--- config.mk ---
export PLATFORM = sky130hd
export DESIGN_NAME = cla16_wide_add_seq_flat
export DESIGN_NICKNAME = d
export VERILOG_FILES = /design/src/rtl/cla16_wide_add_seq_if.sv /design/src/rtl/cla16_wide_add_seq.sv /design/src/flat_wrapper.sv
export SDC_FILE = /design/constraint.sdc
export NUM_CORES = 1
export LEC_CHECK = 0
export ABC_AREA = 1
export ABC_CLOCK_PERIOD_IN_PS = 2200
export CAP_MARGIN = 20
export CORE_ASPECT_RATIO = 0.6
export CORE_MARGIN = 2
export CORE_UTILIZATION = 25
export DETAILED_ROUTE_END_ITERATION = 8
export GPL_TIMING_DRIVEN = 0
export PLACE_DENSITY = 0.48
export SLEW_MARGIN = 20
export SYNTH_ARGS = -nofsm -noshare
export SYNTH_HDL_FRONTEND = slang
export SYNTH_SLANG_ARGS = --single-unit
--- constraint.sdc ---
create_clock -name clk -period 2.2 [get_ports clk]
set_input_delay 0.44 -clock clk [delete_from_list [all_inputs] [get_ports clk]]
set_output_delay 0.44 -clock clk [all_outputs]
set_load 0.03 [all_outputs]
--- src/rtl/cla16_wide_add_seq_if.sv ---
// Request/result handshake and shared CLA16 adder bus for cla16_wide_add_seq.
// The op port exists only when CLA16_SEQ_SUB_EN is defined.
interface cla16_wide_add_seq_if #(
  parameter int WORDS = 4
);
  logic                   in_valid;
  logic                   in_ready;
  logic [16*WORDS-1:0]    a;
  logic [16*WORDS-1:0]    b;
  logic                   cin;
`ifdef CLA16_SEQ_SUB_EN
  logic                   op;
`endif
  logic                   out_valid;
  logic                   out_ready;
  logic [16*WORDS-1:0]    sum;
  logic                   cout;
  logic                   busy;
  logic [15:0]            add_x;
  logic [15:0]            add_y;
  logic                   add_cin;
  logic [15:0]            add_sum;
  logic                   add_cout;

  modport slave (
    input  in_valid, a, b, cin,
`ifdef CLA16_SEQ_SUB_EN
    input  op,
`endif
    input  out_ready, add_sum, add_cout,
    output in_ready, out_valid, sum, cout, busy, add_x, add_y, add_cin
  );

  modport master (
    output in_valid, a, b, cin,
`ifdef CLA16_SEQ_SUB_EN
    output op,
`endif
    output out_ready, add_sum, add_cout,
    input  in_ready, out_valid, sum, cout, busy, add_x, add_y, add_cin
  );
endinterface

--- src/rtl/cla16_wide_add_seq.sv ---
// Time-multiplexes one external CLA16 over WORDS cycles to build a 16*WORDS-bit sum.
// Define CLA16_SEQ_SUB_EN to add the op input (op=1 computes a-b).
module cla16_wide_add_seq #(
  parameter int WORDS = 4
) (
  input  logic                  clk,
  input  logic                  rst_n,
  cla16_wide_add_seq_if.slave   bus
);
  localparam int W    = 16 * WORDS;
  localparam int IDXW = (WORDS > 1) ? $clog2(WORDS) : 1;
  localparam logic [IDXW-1:0] LAST_IDX = IDXW'(WORDS - 1);

  typedef enum logic [1:0] {IDLE, RUN, DONE} state_t;

  state_t            state_reg, state_next;
  logic [IDXW-1:0]   idx_reg, idx_next;
  logic              carry_reg, carry_next;
  logic [W-1:0]      a_reg, a_next;
  logic [W-1:0]      b_reg, b_next;
  logic [W-1:0]      sum_reg, sum_next;
  logic              cout_reg, cout_next;
  logic              op_eff;

`ifdef CLA16_SEQ_SUB_EN
  logic              op_reg, op_next;
  assign op_eff = op_reg;
`else
  assign op_eff = 1'b0;
`endif

  logic [15:0]       a_slice [WORDS];
  logic [15:0]       b_slice [WORDS];
  logic [W-1:0]      sum_upd;

  // Only the slice addressed by idx takes the adder result; the rest hold.
  genvar gi;
  generate
    for (gi = 0; gi < WORDS; gi++) begin : g_slice
      assign a_slice[gi] = a_reg[16*gi +: 16];
      assign b_slice[gi] = b_reg[16*gi +: 16];
      assign sum_upd[16*gi +: 16] = (idx_reg == IDXW'(gi)) ? bus.add_sum
                                                           : sum_reg[16*gi +: 16];
    end
  endgenerate

  always_ff @(posedge clk) begin
    if (!rst_n) begin
      state_reg <= IDLE;
      idx_reg   <= '0;
      carry_reg <= 1'b0;
      a_reg     <= '0;
      b_reg     <= '0;
      sum_reg   <= '0;
      cout_reg  <= 1'b0;
`ifdef CLA16_SEQ_SUB_EN
      op_reg    <= 1'b0;
`endif
    end else begin
      state_reg <= state_next;
      idx_reg   <= idx_next;
      carry_reg <= carry_next;
      a_reg     <= a_next;
      b_reg     <= b_next;
      sum_reg   <= sum_next;
      cout_reg  <= cout_next;
`ifdef CLA16_SEQ_SUB_EN
      op_reg    <= op_next;
`endif
    end
  end

  always_comb begin
    state_next = state_reg;
    idx_next   = idx_reg;
    carry_next = carry_reg;
    a_next     = a_reg;
    b_next     = b_reg;
    sum_next   = sum_reg;
    cout_next  = cout_reg;
`ifdef CLA16_SEQ_SUB_EN
    op_next    = op_reg;
`endif

    bus.in_ready  = 1'b0;
    bus.out_valid = 1'b0;
    bus.busy      = 1'b0;
    bus.add_x     = 16'h0000;
    bus.add_y     = 16'h0000;
    bus.add_cin   = 1'b0;

    unique case (state_reg)
      IDLE: begin
        bus.in_ready = 1'b1;
        if (bus.in_valid) begin
          a_next     = bus.a;
          b_next     = bus.b;
          idx_next   = '0;
          carry_next = bus.cin;
`ifdef CLA16_SEQ_SUB_EN
          op_next    = bus.op;
          // Subtraction is a + ~b + 1, so the initial carry is forced high.
          if (bus.op) carry_next = 1'b1;
`endif
          state_next = RUN;
        end
      end
      RUN: begin
        bus.busy    = 1'b1;
        bus.add_x   = a_slice[idx_reg];
        bus.add_y   = op_eff ? ~b_slice[idx_reg] : b_slice[idx_reg];
        bus.add_cin = carry_reg;
        sum_next    = sum_upd;
        carry_next  = bus.add_cout;
        idx_next    = idx_reg + 1'b1;
        if (idx_reg == LAST_IDX) begin
          cout_next  = bus.add_cout;
          state_next = DONE;
        end
      end
      DONE: begin
        bus.busy      = 1'b1;
        bus.out_valid = 1'b1;
        if (bus.out_ready) state_next = IDLE;
      end
      default: state_next = IDLE;
    endcase
  end

  assign bus.sum  = sum_reg;
  assign bus.cout = cout_reg;
endmodule

--- src/flat_wrapper.sv ---
// flat-port wrapper written by rule: the top's interface ports become plain ports
module cla16_wide_add_seq_flat 
#(
  parameter int WORDS = 4
)
  (clk, rst_n, bus_in_valid, bus_a, bus_b, bus_cin, bus_out_ready, bus_add_sum, bus_add_cout, bus_in_ready, bus_out_valid, bus_sum, bus_cout, bus_busy, bus_add_x, bus_add_y, bus_add_cin);
  cla16_wide_add_seq_if #(.WORDS(WORDS)) bus_i ();
  input  logic clk;
  input  logic rst_n;
  input wire logic [$bits(bus_i.in_valid)-1:0] bus_in_valid;
  input wire logic [$bits(bus_i.a)-1:0] bus_a;
  input wire logic [$bits(bus_i.b)-1:0] bus_b;
  input wire logic [$bits(bus_i.cin)-1:0] bus_cin;
  input wire logic [$bits(bus_i.out_ready)-1:0] bus_out_ready;
  input wire logic [$bits(bus_i.add_sum)-1:0] bus_add_sum;
  input wire logic [$bits(bus_i.add_cout)-1:0] bus_add_cout;
  output wire logic [$bits(bus_i.in_ready)-1:0] bus_in_ready;
  output wire logic [$bits(bus_i.out_valid)-1:0] bus_out_valid;
  output wire logic [$bits(bus_i.sum)-1:0] bus_sum;
  output wire logic [$bits(bus_i.cout)-1:0] bus_cout;
  output wire logic [$bits(bus_i.busy)-1:0] bus_busy;
  output wire logic [$bits(bus_i.add_x)-1:0] bus_add_x;
  output wire logic [$bits(bus_i.add_y)-1:0] bus_add_y;
  output wire logic [$bits(bus_i.add_cin)-1:0] bus_add_cin;
  assign bus_i.in_valid = bus_in_valid;
  assign bus_i.a = bus_a;
  assign bus_i.b = bus_b;
  assign bus_i.cin = bus_cin;
  assign bus_i.out_ready = bus_out_ready;
  assign bus_i.add_sum = bus_add_sum;
  assign bus_i.add_cout = bus_add_cout;
  assign bus_in_ready = bus_i.in_ready;
  assign bus_out_valid = bus_i.out_valid;
  assign bus_sum = bus_i.sum;
  assign bus_cout = bus_i.cout;
  assign bus_busy = bus_i.busy;
  assign bus_add_x = bus_i.add_x;
  assign bus_add_y = bus_i.add_y;
  assign bus_add_cin = bus_i.add_cin;
  cla16_wide_add_seq #(.WORDS(WORDS)) u_core (.clk(clk), .rst_n(rst_n), .bus(bus_i));
endmodule
==> summary.txt <==
Status
  – Status: finished with violations
  – Failing checks: setup timing

STA
  – Count of final hold-check violations: 0
  – Final Cycle Share: 103%
  – Worst Hold Margin: 0.459 ns
  – Worst setup margin: -0.0636 ns
  – Final-report setup violation count: 20
  – Slew headroom: 58.3%
  – Least-Margin Pin Slew: 0.625 ns
  – RSZ-0062 raised after global routing: yes
  – Slew Limit Fails: 0
  – Post-layout min period: 2.26 ns
  – Clock skew: 0.00847 ns
  – Fmax: 442 MHz

Setup path
  – Worst Reg2Reg Path Length in Cells: 10
  – Critical Path Sink: bus_add_y[1]
  – R2R Path End: u_core.bus.sum[43]
  – Crit path cell chain: buf_12 -> clkinvlp_4 -> buf_12 -> clkbuf_16 -> o21ai_2 -> a21oi_1 -> buf_4
  – CP startpoint kind: register
  – CP required: 1.76 ns
  – CP max stage cell: dfxtp_4
  – Family with the most delay on the worst path: buffers and inverters
  – Arr. time, crit path: 1.82 ns
  – CP bufs+invs: 5
  – Critical Path End Type: output port
  – Crit path from: u_core.idx_reg[0]
  – Reg-to-reg startpoint: u_core.idx_reg[0]
  – Reg-to-reg setup timing slack: 0.13 ns
  – Crit path max fanout: 8
  – Largest stage delay, worst path: 0.36 ns
  – CP Depth: 7
  – Crit path top cell by count: buf_12
  – Crit Path Category: register to output port

Finish
  – Sequential standard cell area: 3970 um^2
  – Design Area, Final: 12700 um^2
  – Layout area overhead: 54.6%
  – Area of the multi-input gates: 4130 um^2
  – Filler cell count: 3407
  – Fin nets: 1604
  – Share of layout cells above drive strength 1: 16.4%

Routing
  – Wirelength per Cell: 17.2 um
  – Vias: 8404
  – Vias per Instance: 4.45
  – Detailed-route DRC error count: 0
  – Router iterations before antenna repair: 5
  – First-iteration detailed-routing DRC count: 522
  – Final WL: 32.5 mm
  – Remaining antenna violation count: 0

Global routing
  – Total Routing Usage GR: 18.4%
  – Initial antenna violation count: 3
  – First-pass GRT wire length: 46.4 mm
  – Vias in the first global route: 7760
  – Total grt overflow: 0
  – Largest net degree at the start of global routing: 20

Die
  – Die Footprint: 34400 um^2
  – Die height: 144 um
  – IO Count: 251
  – Initial Utilization: 25.4%
  – Core ar.: 32400 um^2
  – Row count: 51
  – Die X: 238 um

Logic synthesis
  – Cell with the most instances after synthesis: nor2_1
  – Largest cells by area after synthesis: dfxtp_1, nor2_1, o21ai_0, o21ai_1, a21oi_1
  – Net Count, Synth: 1328
  – Primary FF master, synth: dfxtp_1
  – Syn avg cell area: 7.03 um^2
  – Number of synthesized flops with an enable pin: 0
  – Leading area contributor after synthesis: dfxtp_1
  – Post-Syn Instances: 1170
  – Synth top area share: 48.2%
  – Unique cell type count in the Yosys netlist: 19
  – Synth warn: 0
  – #FFs+latches synth: 198
  – Mapped Area: 8220 um^2
  – FFs w/ async S/R, synth: 0%
  – Seq/Total Area, Yosys: 48.2%
  – Post-synth top cells: nor2_1, dfxtp_1, o21ai_0

Clock tree
  – Clock-pin slew on the worst setup and hold paths: 0.07 ns
  – Clock Sinks: 198
  – Clk buf depth: 2
  – Hold buffer count at cts: 0
  – H-tree levels: 4
  – Clock latency on the worst-skew pair: 0.46 ns
  – CTS buffer count: 17
  – CTS tree: built
  – CTS root buffer: clkbuf_16

Power and ir drop
  – LEAKAGE: 4.80 nW
  – Peak supply drop: 0.592 mV
  – PwrDens: 1150 nW/um^2

Run
  – Max-cap check violation count: 0

Place
  – Buffers added on ports: 249
  – Placed inst area: 11200 um^2
  – Dpl hpwl: 24.7 mm
  – RePlAce Congestion: 0.813

Worst hold path
  – Hold crit path type: register to register
cells by family after synthesis:
family	after synthesis	share of synthesized area (%)
compound gates	294	17.9
fa+ha+maj	8	1.22
buf+inv	129	7.72
flops	198	48.2
simple gates	541	25.0
what timing repair did:
action | CTS | global route
setup endpoints to repair | 46 | 42
cloned | 0 | 1
pin swaps | 2 | 26
resized for setup | 332 | 121
buffers inserted | 1 | 6
cell type report:
type | instances | area share, %
multi-input cells | 843 | 32.5
flip-flops and latches | 198 | 31.2
repair buffers | 257 | 20.4
plain buffers | 82 | 5.47
well taps | 424 | 4.17
clock buffers | 17 | 3.35
inverters | 47 | 1.49
clock inverters | 15 | 1.28
diodes | 4 | 0.0787
report_power, final:
| part | total [mW] | internal [mW] | switching, mW |
|---|---|---|---|
| sequential | 4.84 | 4.41 | 0.427 |
| clock | 3.23 | 1.62 | 1.62 |
| combinational | 6.52 | 2.48 | 4.04 |
| total | 14.6 | 8.51 | 6.08 |
per-stage QoR:
stage | setup TNS (ns) | instances | worst slack [ns] | total power [mW] | utilization, %
2_1_floorplan | 0 | 1170 | 0.255 | 8.38 | -
3_3_place_gp | -13.42 | 1843 | -0.502 | 10.5 | 34.7
4_1_cts | -1.84 | 1876 | -0.126 | 14.2 | 37.5
3_5_place_dp | -13.45 | 1843 | -0.510 | 10.5 | 34.7
5_1_grt | -2.33 | 1886 | -0.125 | 15.5 | 39.2
6_report | -0.553 | 1887 | -0.0636 | 14.6 | 39.2
placed cells by master, fill, tap and decap left out, types with 22 or more instances in the layout:
master,Yosys,layout
nor2_1,456,433
clkdlybuf4s50_1,0,213
dfxtp_1,198,196
o21ai_0,151,123
o21ai_1,77,75
nand2_1,79,71
buf_6,10,43
inv_1,41,39
a21oi_1,66,39
buf_2,41,29
a21oi_2,0,22
worst reg2reg max path: cells and delay by family, from the launching register on:
| kind | cells | cell delay, ns |
|---|---|---|
| buf+inv | 6 | 1.01 |
| simple gates | 3 | 0.39 |
| flops | 1 | 0.36 |
| fa+ha+maj | 1 | 0.21 |
routing by layer:
layer	vias to the layer above	GRT usage [%]	share of wire [%]
met4	0	5.16	1.2
li1	4284	-	-
met2	173	26.7	42
met1	3922	27.3	52
met5	-	0	0
met3	25	3.68	4.2
worst min path at each step:
stage                           from               end  slack (ns)  cells after the start
finish              u_core.a_reg[19]  u_core.a_reg[19]        0.46                      2
global route        u_core.b_reg[31]  u_core.b_reg[31]        0.48                      2
CTS                 u_core.b_reg[29]  u_core.b_reg[29]        0.46                      2
detailed placement  u_core.b_reg[29]  u_core.b_reg[29]        0.45                      2
global placement    u_core.b_reg[21]  u_core.b_reg[21]        0.44                      2
floorplan           u_core.a_reg[16]  u_core.a_reg[16]        0.43                      2
No activity file was read; power rests on OpenSTA's default activity.
